File: src/rtl/filt_pkg.sv
// Shared types for the scanned glitch filter.
//   fstate_t : 2-bit per-channel filter state (Z0/Z1 low side, E0/E1 high side)
//   idx_w()  : width of a channel index for a given channel count
package filt_pkg;

  typedef enum logic [1:0] {
    Z0 = 2'd0,  // stable low
    Z1 = 2'd1,  // candidate high
    E0 = 2'd2,  // stable high
    E1 = 2'd3   // candidate low
  } fstate_t;

  function automatic int idx_w(input int n);
    return (n > 1) ? $clog2(n) : 1;
  endfunction

endpackage

File: src/rtl/filt_step.sv
// One filter step for a single channel: pure combinational next-state
// function shared by all channels of filt_scan.
//   st/cnt/y  : stored state, counter, filtered level of the serviced channel
//   i         : raw input of that channel, sampled this cycle
//   st_nx/cnt_nx/y_nx : values written back to the banks
//   evt       : a transition is accepted by this step
module filt_step
  import filt_pkg::*;
#(
  parameter int CNT_W  = 4,
  parameter int THRESH = 9
) (
  input  fstate_t          st,
  input  logic [CNT_W-1:0] cnt,
  input  logic             y,
  input  logic             i,
  output fstate_t          st_nx,
  output logic [CNT_W-1:0] cnt_nx,
  output logic             y_nx,
  output logic             evt
);

  localparam logic [CNT_W-1:0] TH = CNT_W'(THRESH);

  logic             over;
  logic [CNT_W-1:0] cnt_inc;

  assign over    = (cnt > TH);
  // saturating increment; cannot actually saturate when THRESH+1 fits
  assign cnt_inc = (cnt == '1) ? cnt : cnt + CNT_W'(1);

  always_comb begin
    st_nx  = st;
    cnt_nx = cnt;
    y_nx   = y;
    evt    = 1'b0;
    case (st)
      Z0: if (i) begin
        st_nx  = Z1;
        cnt_nx = '0;
      end
      Z1: begin
        // threshold wins over the current sample
        if (over) begin
          st_nx  = E0;
          cnt_nx = '0;
          y_nx   = 1'b1;
          evt    = 1'b1;
        end else if (!i) begin
          st_nx  = Z0;
          cnt_nx = '0;
        end else begin
          cnt_nx = cnt_inc;
        end
      end
      E0: if (!i) begin
        st_nx  = E1;
        cnt_nx = '0;
      end
      E1: begin
        if (over) begin
          st_nx  = Z0;
          cnt_nx = '0;
          y_nx   = 1'b0;
          evt    = 1'b1;
        end else if (i) begin
          st_nx  = E0;
          cnt_nx = '0;
        end else begin
          cnt_nx = cnt_inc;
        end
      end
      default: begin
        st_nx  = Z0;
        cnt_nx = '0;
      end
    endcase
  end

endmodule

File: src/rtl/filt_scan.sv
// Round-robin scanned glitch filter: one filt_step shared across N channels.
// Per-channel state, counter and filtered level live in register banks; the
// channel at ptr is serviced each enabled cycle and ptr advances (wrapping).
// Optional macro FILT_SCAN_SYNC_EN adds a 2-flop synchronizer on every input
// bit ahead of sampling (2 cycles extra latency).
//   clk, rst_n : clock, async active-low reset
//   en         : scan enable; 0 freezes pointer and channel state
//   i          : raw inputs, one bit per channel
//   y          : filtered levels
//   evt_vld/evt_ch/evt_val : one-cycle event on accepted transition
//   ptr        : channel serviced this cycle
module filt_scan
  import filt_pkg::*;
#(
  parameter int N      = 4,
  parameter int CNT_W  = 4,
  parameter int THRESH = 9
) (
  input  logic                 clk,
  input  logic                 rst_n,
  input  logic                 en,
  input  logic [N-1:0]         i,
  output logic [N-1:0]         y,
  output logic                 evt_vld,
  output logic [idx_w(N)-1:0]  evt_ch,
  output logic                 evt_val,
  output logic [idx_w(N)-1:0]  ptr
);

  localparam int IW = idx_w(N);

  generate
    if (N < 2 || N > 16) begin : g_bad_n
      $error("filt_scan: N must be in 2..16");
    end
    if (THRESH + 1 > (2 ** CNT_W) - 1) begin : g_bad_thresh
      $error("filt_scan: THRESH+1 must fit below counter saturation");
    end
  endgenerate

  // ---------------- input conditioning ----------------
  logic [N-1:0] i_s;

`ifdef FILT_SCAN_SYNC_EN
  logic [N-1:0] sync1, sync2;

  // free-running: keeps tracking pins even while the scan is frozen
  always_ff @(posedge clk or negedge rst_n) begin
    if (!rst_n) begin
      sync1 <= '0;
      sync2 <= '0;
    end else begin
      sync1 <= i;
      sync2 <= sync1;
    end
  end

  assign i_s = sync2;
`else
  assign i_s = i;
`endif

  // ---------------- channel banks ----------------
  fstate_t [N-1:0]            st_q;
  logic    [N-1:0][CNT_W-1:0] cnt_q;

  fstate_t          st_nx;
  logic [CNT_W-1:0] cnt_nx;
  logic             y_nx;
  logic             step_evt;
  logic             last;

  filt_step #(
    .CNT_W  (CNT_W),
    .THRESH (THRESH)
  ) u_step (
    .st     (st_q[ptr]),
    .cnt    (cnt_q[ptr]),
    .y      (y[ptr]),
    .i      (i_s[ptr]),
    .st_nx  (st_nx),
    .cnt_nx (cnt_nx),
    .y_nx   (y_nx),
    .evt    (step_evt)
  );

  assign last = (ptr == IW'(N - 1));

  always_ff @(posedge clk or negedge rst_n) begin
    if (!rst_n) begin
      for (int k = 0; k < N; k++) st_q[k] <= Z0;
      cnt_q   <= '0;
      y       <= '0;
      ptr     <= '0;
      evt_vld <= 1'b0;
      evt_ch  <= '0;
      evt_val <= 1'b0;
    end else begin
      evt_vld <= 1'b0;
      if (en) begin
        st_q[ptr]  <= st_nx;
        cnt_q[ptr] <= cnt_nx;
        y[ptr]     <= y_nx;
        ptr        <= last ? '0 : ptr + IW'(1);
        // channel/value hold their last event between events
        if (step_evt) begin
          evt_vld <= 1'b1;
          evt_ch  <= ptr;
          evt_val <= y_nx;
        end
      end
    end
  end

endmodule

File: config.mk
export PLATFORM = sky130hd
export DESIGN_NAME = filt_scan
export DESIGN_NICKNAME = d
export VERILOG_FILES = /design/src/rtl/filt_pkg.sv /design/src/rtl/filt_step.sv /design/src/rtl/filt_scan.sv
export SDC_FILE = /design/constraint.sdc
export NUM_CORES = 1
export LEC_CHECK = 0
export BUFFER_PORTS_ARGS = -buffer_cell sky130_fd_sc_hd__buf_4
export CAP_MARGIN = 25
export CORE_MARGIN = 8
export CORE_UTILIZATION = 50
export CTS_CLUSTER_SIZE = 20
export DETAILED_ROUTE_END_ITERATION = 12
export MAX_ROUTING_LAYER = met4
export PLACE_DENSITY_LB_ADDON = 0.05
export SYNTH_ARGS = -nofsm -noshare
export SYNTH_HDL_FRONTEND = slang
export SYNTH_SLANG_ARGS = --single-unit
File: constraint.sdc
create_clock -name clk -period 2.95 [get_ports clk]
set_input_delay 0.4425 -clock clk [delete_from_list [all_inputs] [get_ports clk]]
set_output_delay 0.4425 -clock clk [all_outputs]
set_load 0.05 [all_outputs]
==> results.md, run 1 <==
* DIE AREA at roughly 0.0057 mm^2
* GPL Wtd Cong at 0.790
* Required time of the critical path at 3.18 ns
* VDD IR-drop max at 593 uV
* Mapped Avg Cell Area at roughly 11 um^2
* Final worst clock skew at roughly 0.0088 ns
* Static power due to leakage at 0.896 nW
* Status: finished clean
* Final number of max-transition violations at 0
* Register Area at 851 um^2
* Total wirelength of the detailed-routed design at 3870 um
* Critical path depth at 7
* Filler Cells Inserted at 320
* Resized Gates After CTS at 0
* Type of element launching the critical path: flop
* TritonCTS clock tree: yes
* Crit path max-delay family: multiplexers
* Number of flip-flops and latches in the synthesized netlist at 34
* List of most frequent post-synthesis cells: sky130_fd_sc_hd__dfrtp_1 (34), sky130_fd_sc_hd__nand2_1 (22), sky130_fd_sc_hd__a31oi_1 (17), sky130_fd_sc_hd__o21ai_0 (17), sky130_fd_sc_hd__nor2_1 (14)
* Antenna violation net count after detailed routing at 0
* Largest cells by area after synthesis: sky130_fd_sc_hd__dfrtp_1 (48%), sky130_fd_sc_hd__a31oi_1 (6.0%), sky130_fd_sc_hd__mux4_1 (6.0%)
* Setup bufs post-CTS at 0
* Largest driver fanout on the critical path at 6
* Total inserted antenna cells at 0
* FF-to-FF setup slack at 0.43 ns
* Placed cell count at 220
* Pre-CTS setup slack at 0.453 ns
* Pre-Repair DR Iteration Count at 4
* Clock-pin slew of the registers on the worst-case setup and hold paths at 0.10 ns
* Crit path capture: cnt_q[15]$_DFFE_PN0P_
* Biggest area consumer among synthesized cells: sky130_fd_sc_hd__dfrtp_1
* Proportion of layout cells with a drive suffix above 1 at 17.1%
* Sequential area share after synthesis at 48.4%
* Final-report hold violation count at 0
* Area after DPL at 0.00192 mm^2
* Worst-case clock buffer depth at 2
* Portion of the clock cycle consumed by the worst path in the final layout at a little under nine tenths
* Number of buffers inserted during clock tree synthesis at 5
* Cell area after synthesis at 0.00176 mm^2
* Multi-input logic area at approximately 850 um^2
* Final setup TNS at 0 ns
* # setup viols final at 0
* Worst-path cell with the longest stage delay: sky130_fd_sc_hd__mux4_1
* DR iter-0 viols at roughly 110
* Vias in the first global route at 1346
* Worst Reg2Reg Path Length in Cells at 7
* Layout overhead on the synthesized area at 11.5%
* Avg Vias per Cell at 5.75
* Fmax at 397 MHz
* Share of flip-flops with an asynchronous set or reset at 100%
* Nature of the critical path endpoint: flop
* Final Cell Area at 0.00196 mm^2
* Largest stage delay on the critical path at just under 0.7 ns
* Largest net degree at the start of global routing at 35
* Synthesized netlist cell count at 163
* Total of warnings raised by yosys at 0
* Antenna violations before repair at 0
* Most instantiated library cell after synthesis: sky130_fd_sc_hd__dfrtp_1
* Wirelength per Cell at between 15 and 20 um
* Post-layout nets at 195
* Worst Setup Path Type: reg2reg
* Clock root buffer: sky130_fd_sc_hd__clkbuf_4
* Clock latency on the worst-skew pair at 0.33 ns
* Number of ports placed on the die boundary at 17
* Horiz. Die Dim at 75.3 um
* CP Launch Point: ptr[0]$_DFFE_PN0P_
* Arrival time of data at the critical path endpoint at between 2 and 3 ns
* Primary flip-flop cell chosen by synthesis mapping: sky130_fd_sc_hd__dfrtp_1
* Worst path buffer plus inverter count at 1
* Tightest slew margin relative to the limit at 63.6%
* Transition time of the tightest slew-check pin at around 0.54 ns
* Die extent in y at 75.3 um
* Via count at 1306
* Hold buffers post-CTS at 0
* Site row count at 21
* Total congestion overflow after global routing at 0
* Crit path time final at 2.52 ns
* Post-route core utilization at 58.3%
* Reg2Reg Capture Point: cnt_q[15]$_DFFE_PN0P_
* Total global-route track usage at 15.9%
* CTS sink count at 34
* Post-DP HPWL at 2810 um
* Unrepaired setup endpoints after global routing: false
* Portion of synthesized cell area occupied by the leading cell type at 48.4%
* Count of port buffers added during placement at 16
* Final routed DRC violation total at 0
* Number of distinct library cells after synthesis at 27
* Final setup slack of the worst path at 0.430 ns
* H-tree levels at 2
* Tightest Hold Check Type: in2async
* Startpoint of the lowest-slack register-to-register path: ptr[0]$_DFFE_PN0P_
* Core region area at 0.00336 mm^2
* Syn nets at ~180
* Max Cap Violations at 0
* Number of standard cells in the final layout excluding fillers at 227
* EDFF count, synth at 0
* Total power divided by cell area at 1200 mW/mm^2
* Cell-by-cell listing of the critical path: mux4_1 -> inv_1 -> ha_1 -> nor2_1 -> o21ai_1 -> nand3_1 -> o31ai_1
* Global-route wire length before repair at 6490 um
* Starting utilization of the core area at 52.3%
worst reg2reg max path: cells and delay by family (launching register included):
| family | cells | cell delay, ns |
|---|---|---|
| multiplexers | 1 | 0.69 |
| AND/OR/NAND/NOR | 2 | 0.32 |
| buffers and inverters | 1 | 0.12 |
| flip-flops | 1 | 0.53 |
| AO/OA/AOI/OAI | 2 | 0.61 |
| adder cells (fa/ha/maj) | 1 | 0.15 |
cells in the final DEF, fill, tap and decap left out, types with 2 or more instances in the layout:
master,synthesis,layout
sky130_fd_sc_hd__mux2i_1,2,2
sky130_fd_sc_hd__nand2_1,22,22
sky130_fd_sc_hd__dfrtp_1,34,34
sky130_fd_sc_hd__mux4_2,4,4
sky130_fd_sc_hd__mux4_1,4,4
sky130_fd_sc_hd__inv_1,6,6
sky130_fd_sc_hd__xnor2_1,2,2
sky130_fd_sc_hd__nand4_1,3,3
sky130_fd_sc_hd__clkbuf_4,0,5
sky130_fd_sc_hd__a31oi_1,17,17
sky130_fd_sc_hd__buf_4,0,18
sky130_fd_sc_hd__or3_4,2,2
sky130_fd_sc_hd__o31ai_1,4,4
sky130_fd_sc_hd__nor2_1,14,14
sky130_fd_sc_hd__and2_1,8,8
sky130_fd_sc_hd__ha_1,7,7
sky130_fd_sc_hd__clkbuf_1,5,2
sky130_fd_sc_hd__nand3_1,2,2
sky130_fd_sc_hd__o21ai_0,17,17
worst min path at each step:
stage | start | slack (ns) | endpoint | cells past startpoint
after CTS | rst_n | 0.05 | evt_val$_DFFE_PN0P_ | 1
after floorplan | rst_n | 0.15 | cnt_q[0]$_DFFE_PN0P_ | 0
after detailed placement | rst_n | 0.41 | evt_val$_DFFE_PN0P_ | 1
after global routing | rst_n | 0.06 | evt_vld$_DFF_PN0_ | 1
final | rst_n | 0.03 | evt_vld$_DFF_PN0_ | 1
after global placement | rst_n | 0.41 | evt_val$_DFFE_PN0P_ | 1
kinds of logic (layout without fill, tap and decap cells):
group	Yosys count	count (layout)	share of synthesized area (%)
adders and majority gates	7	7	4.98
xor gates and xnor gates	4	4	2.42
buffers and inverters	13	31	3.27
DFF	34	34	48.4
muxes	10	10	12.2
and+or+nand+nor	54	54	14.6
AOI/OAI and AO/OA	41	41	14.1
registers in the layout, summed over array words and instances (netlist names):
name,flops
y,4
evt_vld,1
st_q,8
cnt_q,16
evt_val,1
evt_ch,2
ptr,2
per-layer routing:
metal	share of wire, %	track usage [%]	vias up
li1	-	-	623
met2	47	23.1	25
met5	0	-	-
met4	1.6	6.18	0
met1	45	20.7	652
met3	5.7	4.34	6
layout make-up:
| cell class | count | share of cell area, % |
|---|---|---|
| Clock buffer | 7 | 2.30 |
| Inverter | 6 | 1.15 |
| Multi-Input combinational cell | 116 | 43.3 |
| Sequential cell | 34 | 43.4 |
| Tap cell | 46 | 2.94 |
| Timing Repair Buffer | 18 | 6.89 |
power breakdown:
part	switching, mW	internal (mW)	leakage, nW	total (mW)
sequential	0.124	0.667	0.434	0.790
combinational	0.839	0.487	0.436	1.33
clock	0.142	0.0898	0.0254	0.232
total	1.10	1.24	0.896	2.35
stage by stage:
step | total power, mW | hold slack, ns
4_1_cts | 2.35 | 0.0490
2_1_floorplan | 1.78 | 0.147
6_report | 2.35 | 0.0339
3_5_place_dp | 2.12 | 0.411
3_3_place_gp | 2.06 | 0.406
5_1_grt | 2.55 | 0.0629
(Power assumes the default switching activity.)
==> inputs of run 2 (changes only) <==
- CELL_PAD_IN_SITES_DETAIL_PLACEMENT: default -> 0
- CELL_PAD_IN_SITES_GLOBAL_PLACEMENT: default -> 1
- CORE_UTILIZATION: 50 -> 46
==> results.md, run 2 (same netlist as run 1, synthesis figures left out) <==
* Filler Cells Inserted at 311
* Arrival time of data at the critical path endpoint at 2.56 ns
* Crit path time final at 2.39 ns
* Largest net degree at the start of global routing at 35
* Largest register FFs at 16
* Worst-case clock buffer depth at 2
* Starting utilization of the core area at 48.0%
* Post-route core utilization at 54.9%
* Worst Setup Path Type: reg2reg
* Final setup TNS at 0 ns
* Final number of max-transition violations at 0
* Clock latency on the worst-skew pair at 0.29 ns
* DIE AREA at 0.00606 mm^2
* FF-to-FF setup slack at 0.56 ns
* Setup bufs post-CTS at 0
* Tightest Hold Check Type: in2async
* Final worst clock skew at 0.00432 ns
* Type of element launching the critical path: flop
* VDD IR-drop max at 614 uV
* Most frequent standard cell in the layout excluding fill and tap cells: sky130_fd_sc_hd__dfrtp_1
* Cell-by-cell listing of the critical path: mux4_1 -> inv_1 -> ha_1 -> nor2_1 -> o211ai_2 -> mux2i_1 -> o21ai_0
* Fmax at approximately 420 MHz
* Largest driver fanout on the critical path at 5
* Status: finished clean
* Final routed DRC violation total at 0
* Total power divided by cell area at 1230 mW/mm^2
* Worst path buffer plus inverter count at 1
* Total wirelength of the detailed-routed design at 3930 um
* Count of port buffers added during placement at 16
* Number of ports placed on the die boundary at 17
* Startpoint of the lowest-slack register-to-register path: ptr[0]$_DFFE_PN0P_
* Avg Vias per Cell at 5.59
* Nature of the critical path endpoint: flop
* GPL Wtd Cong at 0.775
* Top flop regs: cnt_q: 16 flops, st_q: 8 flops, y: 4 flops
* Leading cell types in the layout, fill and taps excluded: sky130_fd_sc_hd__dfrtp_1 (34), sky130_fd_sc_hd__nand2_1 (22), sky130_fd_sc_hd__buf_4 (18), sky130_fd_sc_hd__a31oi_1 (17), sky130_fd_sc_hd__o21ai_0 (17)
* Reg2Reg Capture Point: y[0]$_DFFE_PN0P_
* Unrepaired setup endpoints after global routing: false
* Placed cell count at 222
* Hold buffers post-CTS at 0
* Portion of the clock cycle consumed by the worst path in the final layout at between 80% and 90%
* Clock-pin slew of the registers on the worst-case setup and hold paths at around 0.07 ns
* CTS sink count at 34
* Pre-Repair DR Iteration Count at 4
* Critical path depth at 7
* TritonCTS clock tree: yes
* Antenna violation net count after detailed routing at 0
* Via count at ~1300
* Largest stage delay on the critical path at 0.67 ns
* Max Cap Violations at 0
* Static power due to leakage at around 0.9 nW
* Total congestion overflow after global routing at 0
* Total inserted antenna cells at 0
* H-tree levels at 2
* Tot Pwr at 2.46 mW
* Antenna violations before repair at 0
* Wirelength per Cell at 17.1 um
* Core region area at 0.00366 mm^2
* Crit path max-delay family: multiplexers
* Transition time of the tightest slew-check pin at roughly 0.54 ns
* Number of standard cells in the final layout excluding fillers at 230
* Vias in the first global route at 1310
* Register with the most flip-flops: cnt_q
* Proportion of layout cells with a drive suffix above 1 at 18.7%
* Final setup slack of the worst path at 0.562 ns
* Die extent in y at 77.8 um
* Worst Reg2Reg Path Length in Cells at 7
* Horiz. Die Dim at 77.8 um
* Pre-CTS setup slack at 0.591 ns
* Post-layout nets at 195
* Layout overhead on the synthesized area at 14.2%
* Number of buffers inserted during clock tree synthesis at 5
* Final-report hold violation count at 0
* Resized Gates After CTS at 0
* Post-DP HPWL at between 2000 and 3000 um
* Site row count at 22
* DR iter-0 viols at just under 100
* Clock root buffer: sky130_fd_sc_hd__clkbuf_8
* Global-route wire length before repair at 6580 um
* Tightest slew margin relative to the limit at 63.7%
* Worst-path cell with the longest stage delay: sky130_fd_sc_hd__mux4_1
* Total global-route track usage at approximately 14%
* # setup viols final at 0
* Required time of the critical path at 3.12 ns
run 2: stage by stage:
step                instance area [um^2]  hold WS, ns
detailed placement                  1920        0.418
global route                        2010        0.122
finish                              2010       0.0841
global placement                    1920        0.408
CTS                                 2010       0.0984
floorplan                           1760        0.147
run 2: cell type report:
type,count,area (um^2),area share [%]
clock buffer,5,68.8,3.43
tap,48,60.1,2.99
sequential,34,851,42.4
multi-input combinational,116,850,42.3
clock inverter,3,21.3,1.06
inverter,6,22.5,1.12
timing repair buffer,18,135,6.73
run 2: metal layers:
metal,up-vias,wire length [um],global-route usage [%]
met4,0,70,6.04
li1,625,-,-
met5,-,0,-
met1,639,1820,16.3
met2,13,1940,23.3
met3,8,97,3.80
run 2: worst max-delay path by stage:
stage | from | slack [ns] | endpoint
finish | ptr[0]$_DFFE_PN0P_ | 0.56 | y[0]$_DFFE_PN0P_
global route | ptr[0]$_DFFE_PN0P_ | 0.31 | cnt_q[15]$_DFFE_PN0P_
CTS | ptr[0]$_DFFE_PN0P_ | 0.58 | y[0]$_DFFE_PN0P_
detailed placement | ptr[0]$_DFFE_PN0P_ | 0.59 | evt_ch[0]$_DFFE_PN0P_
global placement | ptr[0]$_DFFE_PN0P_ | 0.65 | y[1]$_DFFE_PN0P_
floorplan | ptr[0]$_DFFE_PN0P_ | 0.44 | y[0]$_DFFE_PN0P_
run 2: power by group:
part           switching [mW]  internal [mW]
sequential              0.127          0.667
combinational           0.832          0.485
clock                   0.184          0.166
==> inputs of run 3 (changes only) <==
- ABC_AREA: default -> 1
- CORE_UTILIZATION: 46 -> 39
- clock period: 2.95 -> 2.1 ns (I/O delays scaled with it)
==> results.md, run 3 <==
* Status: finished clean
* Worst min-delay path startpoint: en
* Portion of the clock cycle consumed by the worst path in the final layout at 94.2%
* Worst Reg2Reg Path Length in Cells at 13
* Biggest area consumer among synthesized cells: sky130_fd_sc_hd__dfrtp_1
* Placed cell count at between 300 and 400
* Number of buffers inserted during clock tree synthesis at 5
* Number of cells traversed by the worst hold path at 2
* Arrival time of data at the critical path endpoint at 2.16 ns
* Register with the most flip-flops: cnt_q
* Antenna violation net count after detailed routing at 0
* Final routed DRC violation total at 0
* Worst hold slack at 0.299 ns
* EDFF count, synth at 0
* Avg Vias per Cell at 4.58
* Most instantiated library cell after synthesis: sky130_fd_sc_hd__nand2_1
* Proportion of layout cells with a drive suffix above 1 at 22.5%
* Clock-pin slew of the registers on the worst-case setup and hold paths at around 0.07 ns
* Worst-case clock buffer depth at 2
* DR iter-0 viols at 74
* Crit path time final at 1.98 ns
* Tightest Hold Check Type: in2reg
* Largest register FFs at 16
* Top flop regs: cnt_q: 16 flops, st_q: 8 flops, y: 4 flops
* Largest driver fanout on the critical path at 8
* CTS sink count at 34
* End point of the most critical hold path: ptr[0]$_DFFE_PN0P_
* Total congestion overflow after global routing at 0
* Total wirelength of the detailed-routed design at 5030 um
* Type of element launching the critical path: flop
* Synthesized netlist cell count at between 200 and 300
* # setup viols final at 0
* List of most frequent post-synthesis cells: sky130_fd_sc_hd__nand2_1 (142), sky130_fd_sc_hd__dfrtp_1 (34), sky130_fd_sc_hd__inv_1 (13), sky130_fd_sc_hd__nand3_1 (13), sky130_fd_sc_hd__o21ai_1 (10)
* DIE AREA at 0.00767 mm^2
* Total global-route track usage at 15.3%
* Required time of the critical path at 2.28 ns
* Sequential area share after synthesis at 42.6%
* VDD IR-drop max at slightly below 700 uV
* Tightest slew margin relative to the limit at 70.4%
* Leading cell types in the layout, fill and taps excluded: sky130_fd_sc_hd__nand2_1 (140), sky130_fd_sc_hd__dfrtp_1 (32), sky130_fd_sc_hd__buf_4 (24), sky130_fd_sc_hd__nand3_1 (13), sky130_fd_sc_hd__inv_1 (13)
* Final number of max-transition violations at 0
* Global-route wire length before repair at 8560 um
* Nature of the critical path endpoint: flop
* Post-DP HPWL at around 3700 um
* Mapped Avg Cell Area at 7.27 um^2
* Vias in the first global route at ~1700
* H-tree levels at 2
* FF-to-FF setup slack at 0.12 ns
* Clock latency on the worst-skew pair at roughly 0.29 ns
* Filler Cells Inserted at about 520
* Portion of synthesized cell area occupied by the leading cell type at between 40% and 50%
* Syn nets at roughly 290
* Total of warnings raised by yosys at 0
* Cell area after synthesis at 0.00200 mm^2
* Share of flip-flops with an asynchronous set or reset at 100%
* Via count at 1684
* Layout overhead on the synthesized area at 17.7%
* Transition time of the tightest slew-check pin at 0.443 ns
* Primary flip-flop cell chosen by synthesis mapping: sky130_fd_sc_hd__dfrtp_1
* Fmax at 505 MHz
* Clock root buffer: sky130_fd_sc_hd__clkbuf_8
* Die extent in y at 87.6 um
* Largest cells by area after synthesis: sky130_fd_sc_hd__dfrtp_1 (43%), sky130_fd_sc_hd__nand2_1 (27%), sky130_fd_sc_hd__ha_1 (4.4%)
* Final-report hold violation count at 0
* Post-layout nets at 311
* Starting utilization of the core area at 39.6%
* Site row count at 26
* TritonCTS clock tree: yes
* Max Cap Violations at 0
* GPL Wtd Cong at 0.791
* Final worst clock skew at between 0.003 and 0.004 ns
* Startpoint of the lowest-slack register-to-register path: ptr[0]$_DFFE_PN0P_
* Number of flip-flops and latches in the synthesized netlist at 34
* Core region area at 0.00504 mm^2
* Number of distinct library cells after synthesis at 25
* Horiz. Die Dim at 87.6 um
* Worst Setup Path Type: reg2reg
* Unrepaired setup endpoints after global routing: true
* Antenna violations before repair at 0
* Most frequent standard cell in the layout excluding fill and tap cells: sky130_fd_sc_hd__nand2_1
* Largest net degree at the start of global routing at 35
* Reg2Reg Capture Point: evt_val$_DFFE_PN0P_
* Pre-Repair DR Iteration Count at 4
* Count of port buffers added during placement at 16
* Number of standard cells in the final layout excluding fillers at 368
* Number of ports placed on the die boundary at 17
* Static power due to leakage at 1.28 nW
* Wirelength per Cell at 13.7 um
* Total inserted antenna cells at 0
* Total power divided by cell area at approximately 1700 mW/mm^2
## run 3: changes by cell type in the layout (fill, tap and decap cells not counted), moves of 9 or more
cell	delta
sky130_fd_sc_hd__o21ai_0	-11
sky130_fd_sc_hd__nor2_1	-10
sky130_fd_sc_hd__nand2_1	+118
sky130_fd_sc_hd__o21ai_1	+9
sky130_fd_sc_hd__nand3_1	+11
sky130_fd_sc_hd__a31oi_1	-17
## run 3: what timing repair did
action / 4_1_cts / 5_1_grt
gates resized for setup: 0 / 5
hold buffers: 1 / 0
setup endpoints to repair: 0 / 19
endpoints found under the hold margin: 34 / 0
setup buffers: 0 / 2
## run 3: stage by stage
stage / power [mW] / cell area (um^2) / TNS (ns) / setup slack, ns / util [%]
6_report: 4.11 / 2350 / 0 / 0.121 / 46.6
5_1_grt: 4.48 / 2350 / -0.00775 / -0.00415 / 46.6
4_1_cts: 4.08 / 2310 / 0 / 0.0845 / 45.9
3_5_place_dp: 3.53 / 2210 / 0 / 0.0950 / 43.8
3_3_place_gp: 3.53 / 2210 / 0 / 0.116 / 43.8
2_1_floorplan: 2.89 / 2020 / 0 / 0.00874 / -
## run 3: how the worst max path moves through the flow
stage,startpoint,endpoint,slack (ns),cells after the start
4_1_cts,ptr[0]$_DFFE_PN0P_,evt_val$_DFFE_PN0P_,0.08,13
2_1_floorplan,ptr[0]$_DFFE_PN0P_,evt_ch[0]$_DFFE_PN0P_,0.009,14
3_5_place_dp,ptr[0]$_DFFE_PN0P_,evt_val$_DFFE_PN0P_,0.09,13
5_1_grt,ptr[0]$_DFFE_PN0P_,evt_val$_DFFE_PN0P_,-0.004,13
6_report,ptr[0]$_DFFE_PN0P_,evt_val$_DFFE_PN0P_,0.12,13
3_3_place_gp,ptr[0]$_DFFE_PN0P_,cnt_q[14]$_DFFE_PN0P_,0.12,10
## run 3: critical path, stage by stage, from the launching register on
cell and delay (ns):
sky130_fd_sc_hd__dfrtp_4 0.53, sky130_fd_sc_hd__nand2_1 0.10, sky130_fd_sc_hd__nand2_1 0.06, sky130_fd_sc_hd__nand2_1 0.07, sky130_fd_sc_hd__nand2_2 0.11, sky130_fd_sc_hd__ha_2 0.19
sky130_fd_sc_hd__or2_4 0.22, sky130_fd_sc_hd__nand2_2 0.07, sky130_fd_sc_hd__nand2_2 0.06, sky130_fd_sc_hd__inv_2 0.07, sky130_fd_sc_hd__nand3_1 0.10, sky130_fd_sc_hd__nand2_2 0.14
sky130_fd_sc_hd__nand2_1 0.07, sky130_fd_sc_hd__o21a_1 0.10
## run 3: routing by layer
layer	share of wire [%]	routed length, um	GRT usage (%)	vias to the layer above
li1	-	-	-	897
met2	42	2120	22.8	28
met3	4.9	247	4.41	4
met5	0	0	-	-
met4	0.98	49	3.75	0
met1	52	2610	19.7	755
## run 3: area by class of cell
type                            count  area, um^2  share of cell area [%]
Clock buffer                        6        82.6                    3.51
Clock inverter                      2        12.5                   0.532
Sequential cell                    34         856                    36.4
Tap cell                           70        87.6                    3.73
Multi-Input combinational cell    212        1050                    44.5
Inverter                           19        76.3                    3.25
Timing Repair Buffer               25         190                    8.09
## run 3: where the power goes
part | internal [mW] | leakage [nW] | switching (mW) | total [mW]
clock | 0.264 | 0.0472 | 0.263 | 0.527
sequential | 0.932 | 0.437 | 0.187 | 1.12
combinational | 0.805 | 0.796 | 1.66 | 2.46
total | 2.00 | 1.28 | 2.11 | 4.11
## run 3: cells by family (layout without fill, tap and decap cells)
logic type | after synthesis | after routing | share of synthesized area [%]
AO/OA/AOI/OAI | 23 | 23 | 6.32
flip-flops | 34 | 34 | 42.6
multiplexers | 1 | 1 | 0.501
buffers and inverters | 29 | 52 | 6.64
adder cells (fa/ha/maj) | 7 | 7 | 4.38
AND/OR/NAND/NOR | 181 | 181 | 39.6
